<file path="src/rtl/program_loader.sv">
// program_loader: byte-stream command parser driving the shader core's ext_write_* load port and run enable.
// Define LOADER_CHECKSUM_EN to require a trailing checksum byte on WRITE packets.
module program_loader #(
    parameter int ADDRESS_WIDTH = 16
) (
    input  logic                     clock,
    input  logic                     reset,
    input  logic [7:0]               in_data,
    input  logic                     in_valid,
    output logic                     in_ready,
    output logic [ADDRESS_WIDTH-1:0] ext_write_address,
    output logic [31:0]              ext_write_data,
    output logic                     ext_enable_write_inst,
    output logic                     ext_enable_write_data,
    output logic                     run,
    input  logic                     halted,
    output logic                     busy,
    output logic                     cmd_error,
    output logic                     checksum_error
);
    typedef enum logic [2:0] {
        IDLE, ADDR0, ADDR1, CNT0, CNT1, DATA,
`ifdef LOADER_CHECKSUM_EN
        CSUM,
`endif
        RUNNING
    } state_t;
`ifdef LOADER_CHECKSUM_EN
    localparam state_t DONE = CSUM;
    logic [7:0] sum;
`else
    localparam state_t DONE = IDLE;
    assign checksum_error = 1'b0;
`endif
    state_t state;
    logic target_data;
    logic [7:0] addr_lo, cnt_lo;
    logic [ADDRESS_WIDTH-1:0] address;
    logic [15:0] count;
    logic [1:0] idx;
    logic [23:0] word;
    logic accept, unused_halted;
    assign in_ready = !reset && !ext_enable_write_inst && !ext_enable_write_data;
    assign accept = in_valid && in_ready;
    assign busy = state != IDLE && state != RUNNING;
    assign unused_halted = halted;
    always_ff @(posedge clock) begin
        if (reset) begin
            state <= IDLE;
            run <= 1'b0;
            ext_enable_write_inst <= 1'b0;
            ext_enable_write_data <= 1'b0;
            ext_write_address <= '0;
            ext_write_data <= '0;
            cmd_error <= 1'b0;
`ifdef LOADER_CHECKSUM_EN
            checksum_error <= 1'b0;
            sum <= '0;
`endif
            target_data <= 1'b0;
            addr_lo <= '0;
            cnt_lo <= '0;
            address <= '0;
            count <= '0;
            idx <= '0;
            word <= '0;
        end else begin
            ext_enable_write_inst <= 1'b0;
            ext_enable_write_data <= 1'b0;
            if (accept) begin
`ifdef LOADER_CHECKSUM_EN
                if (state inside {ADDR0, ADDR1, CNT0, CNT1, DATA}) sum <= sum + in_data;
`endif
                case (state)
                    IDLE: begin
                        if (in_data == 8'h01 || in_data == 8'h02) begin
                            target_data <= in_data == 8'h02;
`ifdef LOADER_CHECKSUM_EN
                            sum <= '0;
`endif
                            state <= ADDR0;
                        end else if (in_data == 8'h03) begin
                            run <= 1'b1;
                            state <= RUNNING;
                        end else if (in_data == 8'h05) begin
                            cmd_error <= 1'b0;
`ifdef LOADER_CHECKSUM_EN
                            checksum_error <= 1'b0;
`endif
                        end else if (in_data != 8'h04) begin
                            cmd_error <= 1'b1;
                        end
                    end
                    ADDR0: begin
                        addr_lo <= in_data;
                        state <= ADDR1;
                    end
                    ADDR1: begin
                        address <= ADDRESS_WIDTH'({in_data, addr_lo});
                        state <= CNT0;
                    end
                    CNT0: begin
                        cnt_lo <= in_data;
                        state <= CNT1;
                    end
                    CNT1: begin
                        count <= {in_data, cnt_lo};
                        idx <= '0;
                        state <= {in_data, cnt_lo} == 16'd0 ? DONE : DATA;
                    end
                    DATA: begin
                        word <= {in_data, word[23:8]};
                        idx <= idx + 2'd1;
                        if (idx == 2'd3) begin
                            ext_write_address <= address;
                            ext_write_data <= {in_data, word};
                            ext_enable_write_inst <= !target_data;
                            ext_enable_write_data <= target_data;
                            address <= address + ADDRESS_WIDTH'(4);
                            count <= count - 16'd1;
                            if (count == 16'd1) state <= DONE;
                        end
                    end
`ifdef LOADER_CHECKSUM_EN
                    CSUM: begin
                        if (in_data != sum) checksum_error <= 1'b1;
                        state <= IDLE;
                    end
`endif
                    RUNNING: begin
                        if (in_data == 8'h04) begin
                            run <= 1'b0;
                            state <= IDLE;
                        end else if (in_data == 8'h05) begin
                            cmd_error <= 1'b0;
`ifdef LOADER_CHECKSUM_EN
                            checksum_error <= 1'b0;
`endif
                        end else begin
                            cmd_error <= 1'b1;
                        end
                    end
                    default: state <= IDLE;
                endcase
            end
        end
    end
endmodule

</file>
<file path="config.mk">
export PLATFORM = sky130hd
export DESIGN_NAME = program_loader
export DESIGN_NICKNAME = d
export VERILOG_FILES = /design/src/rtl/program_loader.sv
export SDC_FILE = /design/constraint.sdc
export NUM_CORES = 1
export LEC_CHECK = 0
export ABC_CLOCK_PERIOD_IN_PS = 2900
export CORE_MARGIN = 3
export CORE_UTILIZATION = 55
export DETAILED_ROUTE_END_ITERATION = 12
export PLACE_DENSITY = 0.79
export SYNTH_ARGS = -nofsm -noshare
export SYNTH_HDL_FRONTEND = slang
export SYNTH_SLANG_ARGS = --single-unit
</file>
<file path="constraint.sdc">
create_clock -name clock -period 2.9 [get_ports clock]
set_input_delay 0.725 -clock clock [delete_from_list [all_inputs] [get_ports clock]]
set_output_delay 0.725 -clock clock [all_outputs]
set_load 0.005 [all_outputs]
</file>
==> Word-level counts from Yosys, hierarchy flattened <==
Cells that the tools add are included.
{ "classes": {"reduce_logical": 27, "addsub": 3, "muxes": 23, "n_eq_ne": 24, "bitwise": 3} }
{ "ops": {"columns": ["operator", "count"], "rows": [
  ["case mux 16 bit (2 select lines)", 2],
  ["2-to-1 mux 16 bit", 2],
  ["case mux 3 bit (7 select lines)", 1],
  ["2-to-1 mux 3 bit", 6],
  ["adder 16 x 3 -> 16 bit, second input constant", 1],
  ["equality test 16 x 1 -> 1 bit, second input constant", 1],
  ["equality test 8 x 2 -> 1 bit, second input constant", 2],
  ["equality test 8 x 3 -> 1 bit, second input constant", 2],
  ["zero test 16 bit", 1],
  ["subtractor 16 x 1 -> 16 bit, second input constant", 1],
  ["!= test 2 bit, second input constant", 7],
  ["AND reduction 3 bit", 4],
  ["AND reduction 5 bit", 2],
  ["equality test 3 bit, second input constant", 3],
  ["2-to-1 mux 1 bit", 9],
  ["!= test 3 bit, second input constant", 3],
  ["equality test 8 x 1 -> 1 bit, second input constant", 1],
  ["!= test 8 x 3 -> 1 bit, second input constant", 1],
  ["AND reduction 2 bit", 4],
  ["equality test 3 x 2 -> 1 bit, second input constant", 2],
  ["AND reduction 6 bit", 1],
  ["nonzero test 2 bit", 3],
  ["logical AND 1 bit", 4],
  ["zero test 1 bit", 4],
  ["10 further kinds", 13]
]} }
{ "word_totals": {"regBits": 130, "wordCells": 94, "output_inout_bits": 55} }

==> Logic depth before layout (Yosys ltp) <==
{ "depth": {"depth_word": 6, "ltp_mapped": 8, "depth_no_buf": 7} }

==> Worst setup path before layout <==
Ideal clock, no wire load.
{ "synth_path": {"path_type": "in2reg", "startpoint": "input port in_data[2]", "endpoint": "register state[0]", "arrival_ns": 2.282, "setup_ns": 0.069, "path_buffers": 1, "t_required_ns": 2.831, "path_stages": 6, "setup_slack_ns": 0.549, "path_cell_list": "buf_2 > or4_4 > o31a_1 > or2_1 > a2111o_1 > o21ai_1"} }
{ "synth_via": {"elab_chain_len": 4} }
{ "synth_rtl": {"columns": ["element", "line", "text"], "rows": [
  ["from (decl)", "8", "input logic [7:0] in_data,"],
  ["equality test 8 x 1 -> 1 bit or equality test 8 x 2 -> 1 bit (tied branches)", "76", "if (in_data == 8'h01 || in_data == 8'h02) begin"],
  ["logical OR 1 bit", "76", null],
  ["2-to-1 mux 3 bit or != test 3 bit (tied branches)", null, null],
  ["case mux 3 bit (7 select lines) or AND reduction 5 bit (tied branches)", null, null],
  ["to (signal assigned)", "109", "state <= {in_data, cnt_lo} == 16'd0 ? DONE : DATA;"],
  ["to (decl)", "35", "state_t state;"]
]} }
Parallel ways exist; a longest one is shown, timed or not.
A chain may end at the register's enable or synchronous reset.

==> Final worst setup path <==
{ "layout_path": {"startpoint": "register state[2]", "endpoint": "output port busy"} }
{ "layout_via": {"elab_chain_len": 2} }
{ "layout_rtl": {"columns": ["element", "line", "text"], "rows": [
  ["!= test 3 bit or nonzero test 3 bit (tied branches)", "45", "assign busy = state != IDLE && state != RUNNING;"],
  ["logical AND 1 bit *", "45", null],
  ["to (decl)", "17", "output logic busy,"]
]} }
Every way passes the cells marked *; elsewhere a longest branch is shown, timed or not.

==> metrics.md <==
| Metric | Value |
|---|---|
| CP cell instances | `nor2b_2 -> or3_1 -> clkdlybuf4s50_1` |
| Post-Place Cell Area | `between 6000 and 7000 sq um` |
| Core box area | `~9900 sq um` |
| Post-synthesis mux area share | `0.0298` |
| CTS Buf Count | `17` |
| Clk Latency, worst-skew pair | `approximately 0.53 ns` |
| Clk sinks | `130` |
| Synth Area in Simple Gates | `0.265` |
| I/O pins | `67` |
| Clock Skews | `around 0.010 ns` |
| MaxCap Viol Count | `0` |
| Largest net degree at the start of global routing | `122` |
| Final setup viols | `0` |
| Synth unique cells | `67` |
| Routed Wire Length | `about 15000 um` |
| Synth warn | `0` |
| Vias per std cell | `between 5 and 6` |
| CTS max path bufs | `2` |
| Largest family of logic cells by synthesized area | `simple AND/OR/NAND/NOR gates` |
| Worst hold start | `ext_write_address[13]` |
| Pwr Total | `4.58 mW` |
| Top routing layer in use | `met4` |
| Worst path required time | `~2.2 ns` |
| Critical path endpoint category | `primary output` |
| Critical Path AT | `~2.0 ns` |
| Starting DRT DRC Count | `about 560` |
| WHS | `~0.45 ns` |
| F_max | `between 0.3 and 0.4 GHz` |
| WS Path Type | `flop to primary output` |
| Fin nets | `between 800 and 900` |
| Met3 WL post-DR | `~1000 um` |
| CP startpoint kind | `flop` |
| Seq cells post-synth | `130` |
| Max-slew violations | `0` |
| Fin crit share | `0.954` |
| Worst-Margin Slew | `1.24 ns` |
| Drt wl/cell | `around 16 um` |
| Setup TNS | `0 ns` |
| Fraction of layout cells with a size suffix above 1 | `0.101` |
| Final min period | `2.77 ns` |
| DR vias | `5499` |
| Register area share after synthesis | `0.456` |
| Tot GR Track Use | `0.269` |
| PwrDens | `around 640 nW/um^2` |
| Initial antenna violation count | `0` |
| Min-Delay Path Class | `flop to flop` |
| Syn_area_per_cell | `between 7 and 8 sq um` |
| Area Overhead vs Synth | `25.4%` |
| Clock Tree Root | `clkbuf_8` |
| Post-DP HPWL | `between 9000 and 10000 um` |
| Die width | `roughly 110 um` |
| Synth Net Count | `744` |
| Slowest CP cell | `clkdlybuf4s50_1` |
| Critical path fanouts, max | `16` |
| Worst setup path start | `state[2]` |
| Post-synthesis compound-gate area fraction | `0.195` |
| Synth Area in Adders | `0.00877` |
| Gr ovfl total | `0` |
| Post-synth EDFFs | `0` |
| Hold buffers post-CTS | `0` |
| Detail Route Antenna Nets | `0` |
| Worst slew margin | `0.173` |
| Synth Flop Type | `dfxtp_1` |
| Filler cells | `769` |
| Register area | `between 2000 and 3000 sq um` |
| Vias in the first global route | `5268` |
| Worst VDD drop | `around 0.35 mV` |
| Synthesized area | `between 5000 and 6000 sq um` |
| Metal-1 WL | `6590 um` |
| CTS tree | `yes` |
| Xor-xnor portion of the synthesized cell area | `0.00153` |
| Die area | `about 12000 sq um` |
| Async S/R FF share, synth | `0` |
| Die height | `108 um` |
| Combined area of the multi-input logic cells | `~2900 sq um` |
| Post-CTS setup repair buffer count | `0` |
| Fin. Hold Viols | `0` |
| Status | `finished, final reports clean` |
| Lkg Pwr | `2.44 nW` |
| RSZ-0062 raised after global routing | `no` |
| Reg2reg start | `address[2]` |
| Crit path largest cell delay | `approximately 0.52 ns` |
| CTS H-tree lvls | `4` |
| Mapped Cells | `around 730` |
| First-pass DRT Iterations | `6` |
| Met2 wire length | `between 6000 and 7000 um` |
| Clock transition at the registers of the reported paths | `roughly 0.06 ns` |
| DRC Markers | `0` |
| Final instance area | `7150 sq um` |
| Row Count | `36` |
| Initial Util | `0.576` |
| ANT cells | `0` |
| First-pass GRT wire length | `around 25000 um` |
| Placer congestion estimate | `between 0.8 and 0.9` |
| PortBufs | `64` |
-- final timing paths --
check                                        endpoint  slack [ns]  cells after the start
worst max-delay path                             busy        0.13                      3
worst min register to register  ext_write_address[13]        0.45                      2
worst max register to register            address[14]        0.71                      6
worst min-delay path            ext_write_address[13]        0.45                      2
-- critical path, delay by kind of cell, from the launching register on --
family | cells | cell delay [ns]
and+or+nand+nor | 2 | 0.49
buffers and inverters | 1 | 0.52
DFF | 1 | 0.50
-- cells by family (layout without fill, tap and decap cells) --
| group | Yosys count | count (layout) |
|---|---|---|
| AOI/OAI and AO/OA | 186 | 186 |
| xor gates and xnor gates | 1 | 1 |
| adders and majority gates | 4 | 4 |
| buffers and inverters | 57 | 128 |
| DFF | 130 | 130 |
| muxes | 17 | 17 |
| other | 1 | 1 |
| and+or+nand+nor | 332 | 332 |
-- routing by layer --
layer	vias up	GRT usage
met5	-	0
met3	34	0.0582
met4	0	0.112
met1	2580	0.356
li1	2651	-
met2	234	0.426
-- layout by cell type (no fill, tap or decap), types with 3 or more instances in the layout --
cell | synthesis | layout
clkinv_4 | 0 | 3
a22o_1 | 3 | 3
o21a_1 | 4 | 4
a211oi_1 | 4 | 4
o21ai_0 | 29 | 29
o31ai_1 | 5 | 5
bufinv_16 | 0 | 4
and3_1 | 3 | 3
a22oi_1 | 4 | 4
a311oi_1 | 3 | 3
and2_1 | 5 | 5
nand3_1 | 11 | 10
buf_4 | 2 | 26
nor4_1 | 3 | 3
or3_1 | 4 | 4
nor3b_1 | 3 | 3
nand2_1 | 187 | 187
nand4_1 | 11 | 11
inv_1 | 4 | 4
inv_6 | 0 | 3
nor2_1 | 60 | 59
clkbuf_16 | 0 | 16
dfxtp_1 | 130 | 128
ha_1 | 4 | 4
clkdlybuf4s50_1 | 0 | 63
nor3_1 | 18 | 18
mux2i_1 | 17 | 17
a21oi_1 | 102 | 102
a31oi_1 | 5 | 5
-- cell type report --
type / instances / area share
Multi-Input combinational cell: 541 / 0.401
Sequential cell: 130 / 0.364
Timing Repair Buffer: 91 / 0.121
Clock buffer: 19 / 0.0603
Clock inverter: 13 / 0.0278
Tap cell: 133 / 0.0233
Inverter: 5 / 0.00262
-- stage by stage --
| step | instances | worst slack, ns | util |
|---|---|---|---|
| floorplan | 728 | 0.549 | - |
| global placement | 900 | 0.0177 | 0.658 |
| detailed placement | 900 | -0.0448 | 0.658 |
| CTS | 932 | 0.122 | 0.722 |
| global route | 932 | 0.0380 | 0.722 |
| finish | 932 | 0.134 | 0.722 |
-- timing repair --
action                                  4_1_cts  5_1_grt
pin swaps                                     0        0
endpoints found under the setup margin        1        1
gates resized for setup                       2        1
-- registers in the layout, indices dropped and copies added (netlist names), 3 cells and up --
| name | cells |
|---|---|
| count | 16 |
| address | 16 |
| word | 24 |
| ext_write_address | 16 |
| ext_write_data | 32 |
| addr_lo | 8 |
| cnt_lo | 8 |
| state | 3 |
-- synth_stat cells (3+ instances only) --
library cell | number | area share
nor2_1 | 60 | 0.039
nor3_1 | 18 | 0.016
a21oi_1 | 102 | 0.089
mux2i_1 | 17 | 0.030
ha_1 | 4 | 0.0088
nor3b_1 | 3 | 0.0039
or3_1 | 4 | 0.0044
dfxtp_1 | 130 | 0.46
buf_2 | 8 | 0.0070
o21ai_0 | 29 | 0.025
a311oi_1 | 3 | 0.0046
nand2_1 | 187 | 0.12
nand4_1 | 11 | 0.012
a211oi_1 | 4 | 0.0053
inv_1 | 4 | 0.0026
a22o_1 | 3 | 0.0046
o21a_1 | 4 | 0.0053
nor4_1 | 3 | 0.0033
o31ai_1 | 5 | 0.0066
a22oi_1 | 4 | 0.0053
a31oi_1 | 5 | 0.0055
clkbuf_1 | 40 | 0.026
nand3_1 | 11 | 0.0096
and3_1 | 3 | 0.0033
and2_1 | 5 | 0.0055
-- power breakdown --
part / leakage [nW] / internal (mW) / switching (mW)
logic: 1.09 / 0.182 / 0.235
clock network: 0.302 / 1.44 / 0.829
registers: 1.05 / 1.82 / 0.0745
(Power assumes the default switching activity.)
